<file path="src/rtl/hand_tracker_pkg.sv">
// Shared types and constants for the hand position tracker: FSM state
// encoding, datapath widths and the default active-area geometry.
package hand_tracker_pkg;

  localparam int unsigned COORD_W      = 10;
  localparam int unsigned CNT_W        = 19;
  localparam int unsigned POS_W        = 32;
  localparam int unsigned DEF_H_ACTIVE = 640;
  localparam int unsigned DEF_V_ACTIVE = 480;

  typedef enum logic [1:0] {
    ST_SCAN = 2'd0,
    ST_CALC = 2'd1,
    ST_OUT  = 2'd2
  } track_state_t;

endpackage

</file>
<file path="src/rtl/hand_pos_filter.sv">
// Per-axis position update. HAND_POS_SMOOTH_EN selects a 3:1 exponential
// smoother (new = (3*old + raw) >> 2); otherwise the raw centre passes through.
module hand_pos_filter
  import hand_tracker_pkg::*;
(
  input  logic [COORD_W-1:0] old_pos,
  input  logic [COORD_W-1:0] raw_pos,
  output logic [COORD_W-1:0] new_pos
);

`ifdef HAND_POS_SMOOTH_EN
  // 12 bits hold 3*1023 + 1023 without overflow.
  logic [COORD_W+1:0] acc;

  always_comb begin
    acc     = ({2'b00, old_pos} << 1) + {2'b00, old_pos} + {2'b00, raw_pos};
    new_pos = acc[COORD_W+1:2];
  end
`else
  logic unused_old;

  assign unused_old = ^old_pos;
  assign new_pos    = raw_pos;
`endif

endmodule

</file>
<file path="src/rtl/hand_position_tracker.sv">
// Tracks the centre of the red-dominant bounding box in each camera frame.
// Optional smoothing of the published position is enabled by HAND_POS_SMOOTH_EN.
module hand_position_tracker
  import hand_tracker_pkg::*;
#(
  parameter int unsigned H_ACTIVE   = DEF_H_ACTIVE,
  parameter int unsigned V_ACTIVE   = DEF_V_ACTIVE,
  parameter logic [4:0]  R_MIN      = 5'd20,
  parameter logic [5:0]  G_MAX      = 6'd24,
  parameter int unsigned MIN_PIXELS = 64
) (
  input  logic             sys_clk,
  input  logic             sys_rst,
  input  logic             frame_end,
  input  logic             pix_valid,
  input  logic [9:0]       pix_x,
  input  logic [9:0]       pix_y,
  input  logic [15:0]      pix_rgb,
  output logic [POS_W-1:0] x_position,
  output logic [POS_W-1:0] y_position,
  output logic             pos_found,
  output logic             pos_valid
);

  track_state_t state_q, state_d;
  logic scan_en, calc_en, out_en;

  logic [COORD_W-1:0] min_x, max_x, min_y, max_y;
  logic [CNT_W-1:0]   hit_cnt;
  logic               hit;

  logic [COORD_W:0]   sum_x, sum_y;
  logic [COORD_W-1:0] raw_x, raw_y, filt_x, filt_y;
  logic [COORD_W-1:0] x_pos_q, y_pos_q;
  logic               frame_ok;

  always_ff @(posedge sys_clk or posedge sys_rst) begin
    if (sys_rst) state_q <= ST_SCAN;
    else         state_q <= state_d;
  end

  always_comb begin
    state_d = state_q;
    case (state_q)
      ST_SCAN: if (frame_end) state_d = ST_CALC;
      ST_CALC: state_d = ST_OUT;
      ST_OUT:  state_d = ST_SCAN;
      default: state_d = ST_SCAN;
    endcase
  end

  always_comb begin
    scan_en = (state_q == ST_SCAN);
    calc_en = (state_q == ST_CALC);
    out_en  = (state_q == ST_OUT);
  end

  // Pixels arriving outside SCAN are dropped, including one coincident with frame_end in CALC/OUT.
  assign hit = scan_en && pix_valid
            && (32'(pix_x) < H_ACTIVE) && (32'(pix_y) < V_ACTIVE)
            && (pix_rgb[15:11] >= R_MIN) && (pix_rgb[10:5] <= G_MAX);

  always_ff @(posedge sys_clk or posedge sys_rst) begin
    if (sys_rst) begin
      min_x   <= '1;
      max_x   <= '0;
      min_y   <= '1;
      max_y   <= '0;
      hit_cnt <= '0;
    end else if (out_en) begin
      min_x   <= '1;
      max_x   <= '0;
      min_y   <= '1;
      max_y   <= '0;
      hit_cnt <= '0;
    end else if (hit) begin
      if (pix_x < min_x) min_x <= pix_x;
      if (pix_x > max_x) max_x <= pix_x;
      if (pix_y < min_y) min_y <= pix_y;
      if (pix_y > max_y) max_y <= pix_y;
      if (hit_cnt != '1) hit_cnt <= hit_cnt + 1'b1;
    end
  end

  assign sum_x    = {1'b0, min_x} + {1'b0, max_x};
  assign sum_y    = {1'b0, min_y} + {1'b0, max_y};
  assign raw_x    = sum_x[COORD_W:1];
  assign raw_y    = sum_y[COORD_W:1];
  assign frame_ok = (32'(hit_cnt) >= MIN_PIXELS);

  hand_pos_filter u_filt_x (.old_pos(x_pos_q), .raw_pos(raw_x), .new_pos(filt_x));
  hand_pos_filter u_filt_y (.old_pos(y_pos_q), .raw_pos(raw_y), .new_pos(filt_y));

  // Results are registered on the CALC->OUT edge so they appear together with pos_valid.
  always_ff @(posedge sys_clk or posedge sys_rst) begin
    if (sys_rst) begin
      x_pos_q   <= COORD_W'(H_ACTIVE / 2);
      y_pos_q   <= COORD_W'(V_ACTIVE / 2);
      pos_found <= 1'b0;
      pos_valid <= 1'b0;
    end else begin
      pos_valid <= calc_en;
      if (calc_en) begin
        pos_found <= frame_ok;
        if (frame_ok) begin
          x_pos_q <= filt_x;
          y_pos_q <= filt_y;
        end
      end
    end
  end

  assign x_position = POS_W'(x_pos_q);
  assign y_position = POS_W'(y_pos_q);

endmodule
</file>
<file path="config.mk">
export PLATFORM = sky130hd
export DESIGN_NAME = hand_position_tracker
export DESIGN_NICKNAME = d
export VERILOG_FILES = /design/src/rtl/hand_tracker_pkg.sv /design/src/rtl/hand_pos_filter.sv /design/src/rtl/hand_position_tracker.sv
export SDC_FILE = /design/constraint.sdc
export NUM_CORES = 1
export LEC_CHECK = 0
export CAP_MARGIN = 20
export CORE_MARGIN = 5
export CORE_UTILIZATION = 50
export CTS_BUF_LIST = sky130_fd_sc_hd__clkbuf_8
export CTS_CLUSTER_SIZE = 20
export DETAILED_ROUTE_END_ITERATION = 6
export PLACE_DENSITY = 0.82
export SLEW_MARGIN = 20
export SYNTH_ARGS = -nofsm -noshare
export SYNTH_HDL_FRONTEND = slang
export SYNTH_SLANG_ARGS = --single-unit
</file>
<file path="constraint.sdc">
create_clock -name sys_clk -period 3.31 [get_ports sys_clk]
set_clock_uncertainty 0.15 [all_clocks]
set_input_delay 0.662 -clock sys_clk [delete_from_list [all_inputs] [get_ports sys_clk]]
set_output_delay 0.662 -clock sys_clk [all_outputs]
set_load 0.005 [all_outputs]
</file>
* Word level (Yosys, flattened, before mapping)
Index checks and enable logic that the tools add are counted.
** Storage, ports and cells
- Bits of input ports :: 40
- Flip-flop bits (word level) :: 83
- Output and inout bits :: 66
- Logic and storage cells :: 61
** Operators by class
- Add/sub/neg operators :: 3
- Order comparisons :: 9
- Eq/ne operators :: 4
- Muxes and demuxes :: 17
- Reduce and logical (&&, ||, !) cells :: 18
** Operators by type and width (count)
- $mux W10 :: 12
- $mux W19 :: 3
- $add A10 B10 Y11 :: 2
- $gt A10 B10 Y1 :: 2
- $lt A10 B10 Y1 :: 2
- $add A19 B1 Y19 const B :: 1
- $ge A19 B7 Y1 const B :: 1
- $ne A19 B19 Y1 const B :: 1
- $reduce_and A2 Y1 :: 6
- $reduce_bool A2 Y1 :: 6
- $lt A10 B10 Y1 const B :: 1
- $lt A10 B9 Y1 const B :: 1
- $le A6 B5 Y1 const B :: 1
- $ge A5 B5 Y1 const B :: 1
- $logic_and A1 B1 Y1 :: 5
- $pmux W2 S2 :: 1
- $eq A2 B1 Y1 const B :: 1
- $eq A2 B2 Y1 const B :: 1
- $logic_not A2 Y1 :: 1
- $mux W2 :: 1
- $ne A2 B2 Y1 const B :: 1

* Logic depth before layout (Yosys ltp)
- Depth after elaboration :: 8
- Mapped depth :: 8
- Gate-level depth less buffers :: 7

* By module
A second synthesis with hierarchy kept.
** Unflattened totals
- Cell total of the unflattened synthesis :: 597
- Area, all modules :: 5774.3 µm²
** Modules (own cells, without submodules)
- hand_position_tracker :: area each 5624.1 µm², cells each 577, times used 1
- hand_pos_filter :: area each 75.1 µm², cells each 10, times used 2

* Worst setup path after synthesis
No wires, ideal clock.
- Path kind :: input port to flip-flop
- Start point :: input port pix_y[7]
- End point :: register min_y[0]
- Required time :: 3060 ps
- Buffers on the path :: 1
- Stages on the path :: 7
- Data arrival time :: 2206 ps
- Path slack :: 854 ps
- Path through :: ha_1 a21o_1 a21o_1 a221oi_2 o211a_1 buf_2 o211ai_1
** Between the ends
- Word-level cells in the longest chain between the ends :: 6
** RTL lines
- start: declaration :: RTL line hand_position_tracker.sv:17 : input logic [9:0] pix_y,
- $lt A10 B9 Y1 :: RTL line hand_position_tracker.sv:60 : && (32'(pix_x) < H_ACTIVE) && (32'(pix_y) < V_ACTIVE)
- $logic_and A1 B1 Y1 :: RTL line hand_position_tracker.sv:60
- $logic_and A1 B1 Y1 (2 in series) :: RTL line hand_position_tracker.sv:61 : && (pix_rgb[15:11] >= R_MIN) && (pix_rgb[10:5] <= G_MAX);
- $reduce_bool A2 Y1 (no line)
- $reduce_and A2 Y1 (no line) *
- end signal: assignment :: RTL line hand_position_tracker.sv:79 : if (pix_y < min_y) min_y <= pix_y;
- end: declaration :: RTL line hand_position_tracker.sv:28 : logic [COORD_W-1:0] min_x, max_x, min_y, max_y;
Every way passes the cells marked *; elsewhere a longest branch is shown, timed or not.
A chain may end at the register's enable or synchronous reset.

* Worst setup path after layout
- Start point :: input port pix_y[9]
- End point :: register min_x[4]
** Between the ends
- Word-level cells in the longest chain between the ends :: 6
** RTL lines
- $lt A10 B9 Y1 :: RTL line hand_position_tracker.sv:60
- $logic_and A1 B1 Y1 :: RTL line hand_position_tracker.sv:60
- $logic_and A1 B1 Y1 (2 in series) :: RTL line hand_position_tracker.sv:61
- $reduce_bool A2 Y1 (no line)
- $reduce_and A2 Y1 (no line)
- end signal: assignment :: RTL line hand_position_tracker.sv:77 : if (pix_x < min_x) min_x <= pix_x;
- end: declaration :: RTL line hand_position_tracker.sv:28
No other way between the ends.

==> summary.md <==
| Metric | Value |
|---|---|
| ANT nets after route | 0 |
| HP Class | flip-flop to flip-flop |
| I/O pin total | 106 |
| Routability cong. | 0.9175 |
| Register area share after synthesis | 35.40% |
| Wire per inst | 15.72 µm |
| Most frequent cells in the layout | inv_1 (60), ha_1 (58), dfrtp_1 (57) |
| Total Wirelength | 13.13 mm |
| Warnings, synthesis | 0 |
| Max Fclk | 350.4 MHz |
| Initial Util | 51.53% |
| EDFF count, synth | 0 |
| Area delta synth->final | 12.41% |
| Leakage | 3.256 nW |
| Avg Inst Size Synth | 9.430 µm² |
| Most common cell after layout, fill and taps aside | inv_1 |
| Share of layout cells above drive strength 1 | 10.98% |
| Flops & latches, synth | 83 |
| Dpl hpwl | 9.970 mm |
| Critical path class | primary input to flip-flop |
| Postcts setup bufs | 0 |
| Hold_buf cts | 0 |
| Global-route wire length before repair | 22.00 mm |
| CTS Sinks | 83 |
| Clk_lat worst skew | 0.36 ns |
| # rows | 39 |
| H-tree Lvls | 3 |
| Final nets | 787 |
| Resized Gates After CTS | 0 |
| Die footprint | 0.01420 mm² |
| Pins Over Slew Limit | 0 |
| Antenna fix cells | 0 |
| Port bufs | 54 |
| Post-synthesis instance total | 632 |
| Chip Height | 119.2 µm |
| CP startpoint kind | primary input |
| Largest net degree at the start of global routing | 84 |
| Worst endpoint required time | 3.45 ns |
| Tmin final | 2.854 ns |
| Fin crit share | 86.21% |
| Gr usage total | 18.58% |
| Deepest clock path buffer count | 2 |
| VDD IR max | 169.5 µV |
| Setup TNS | 0 ns |
| Post-Syn Area | 0.005959 mm² |
| Initial antenna violation count | 0 |
| Status | finished, final reports clean |
| Reg clk slew, reported paths | 0.08 ns |
| CTS Root Cell | clkbuf_8 |
| Vias per cell | 5.681 |
| DR pass1 iterations | 5 |
| DR DRC count | 0 |
| Crit path DAT | 2.99 ns |
| Power Dens Cells | 430.8 mW/mm² |
| Total CTS buffers | 9 |
| Endpoint class of the critical path | flip-flop |
| Netlist cell types | 60 |
| Drt initial violations | 298 |
| CTS tree | yes |
| WHS | 0.3328 ns |
| Max-Cap Viols | 0 |
| Gr ovfl total | 0 |
| CP max FO | 19 |
| Relative slew margins | 41.86% |
| Main flop type after synthesis | dfrtp_1 |
| Slew @ Worst Pin | 0.8655 ns |
| RSZ-0062 raised after global routing | no |
| CORE AREA | 0.01156 mm² |
| Chip Width | 119.2 µm |
| Via Count | 4744 |
| Vias in the first global route | 4745 |
| Setup violators final | 0 |
| Final Hold Vio Count | 0 |
| Post-synth ARST share | 100.0% |
per-layer routing:
layer  up-vias  routed length, µm  track usage [%]
met3        28                702            2.275
met1      2262               5734            23.82
met4         0                357            8.182
li1       2304                  -                -
met2       150               6334            31.54
met5         -                  0                0
final cells by class:
type / count / area (µm²)
clock buffer: 11 / 151.4
tap: 143 / 178.9
sequential: 83 / 2110
clock inverter: 5 / 22.52
timing repair buffer: 67 / 663.1
inverter: 57 / 214.0
fill: 1005 / 4866
multi-input combinational: 469 / 3359
per-stage QoR:
| stage | power [W] | util (%) | instance area, µm² | cells | setup slack (ns) |
|---|---|---|---|---|---|
| finish | 0.002886 | 57.92 | 6699 | 835 | 0.4565 |
| global route | 0.003062 | 57.92 | 6699 | 835 | 0.3320 |
| CTS | 0.002898 | 57.92 | 6699 | 835 | 0.4628 |
| detailed placement | 0.002236 | 56.42 | 6525 | 819 | 0.07618 |
| global placement | 0.002189 | 56.42 | 6525 | 819 | 0.1678 |
| floorplan | 0.001828 | - | 6121 | 675 | 0.4042 |
flip-flops by register name (all words and copies together) (netlist names):
signal	count
x_pos_q	10
pos_found	1
max_x	10
y_pos_q	10
hit_cnt	19
pos_valid	1
min_x	10
max_y	10
min_y	10
state_q	2
worst max-delay path: stages:
cell	delay, ns
clkdlybuf4s50_1	0.53
nand4bb_1	0.28
nor4_4	0.35
nand3_4	0.28
a2111oi_4	0.42
buf_4	0.24
mux2i_1	0.21
synth_stat cells (5+ instances only):
master	instances	area, µm²
dfstp_2	26	683.2
a21o_1	20	150.1
dfrtp_1	57	1426
o2111ai_1	9	78.83
o41ai_1	7	61.31
inv_1	57	214.0
o31ai_1	6	45.04
a21oi_1	22	110.1
and3_1	5	31.28
and4_1	5	43.79
nand2_1	48	180.2
nor2_1	50	187.7
nand3_1	17	85.08
nor3_1	5	25.02
o21ai_0	23	115.1
clkbuf_1	13	48.80
buf_4	46	345.3
o211ai_1	12	90.09
mux2i_1	21	210.2
nand4_1	19	118.9
nand2b_1	15	93.84
o311ai_0	5	43.79
ha_1	58	725.7
mux2_2	13	146.4
kinds of logic after synthesis:
logic type               Yosys count  share of synthesized area (%)
adder cells (fa/ha/maj)           60                          12.85
other                              1                        0.06293
AO/OA/AOI/OAI                    137                          17.38
multiplexers                      34                          5.984
flip-flops                        83                          35.40
AND/OR/NAND/NOR                  187                          16.31
XOR/XNOR                           7                          1.029
buffers and inverters            123                          10.98
worst paths after layout:
path,from,to,slack [ns],cells past startpoint
hold reg to reg,y_pos_q[5],y_pos_q[5],0.33,2
hold / removal,y_pos_q[5],y_pos_q[5],0.33,2
max in group asynchronous,sys_rst,min_x[0],2.07,3
min in group asynchronous,sys_rst,y_pos_q[8],0.57,3
setup reg to reg,max_y[0],y_pos_q[9],0.66,7
setup / recovery,pix_y[9],min_x[4],0.46,7
power breakdown:
| group | switching [W] | internal, W | leakage, nW |
|---|---|---|---|
| clock | 0.000367 | 0.000304 | 0.101 |
| combinational | 0.000436 | 0.000472 | 2.12 |
| sequential | 0.0000956 | 0.00121 | 1.04 |
| total | 0.000898 | 0.00199 | 3.26 |
No activity file was read; power rests on OpenSTA's default activity.
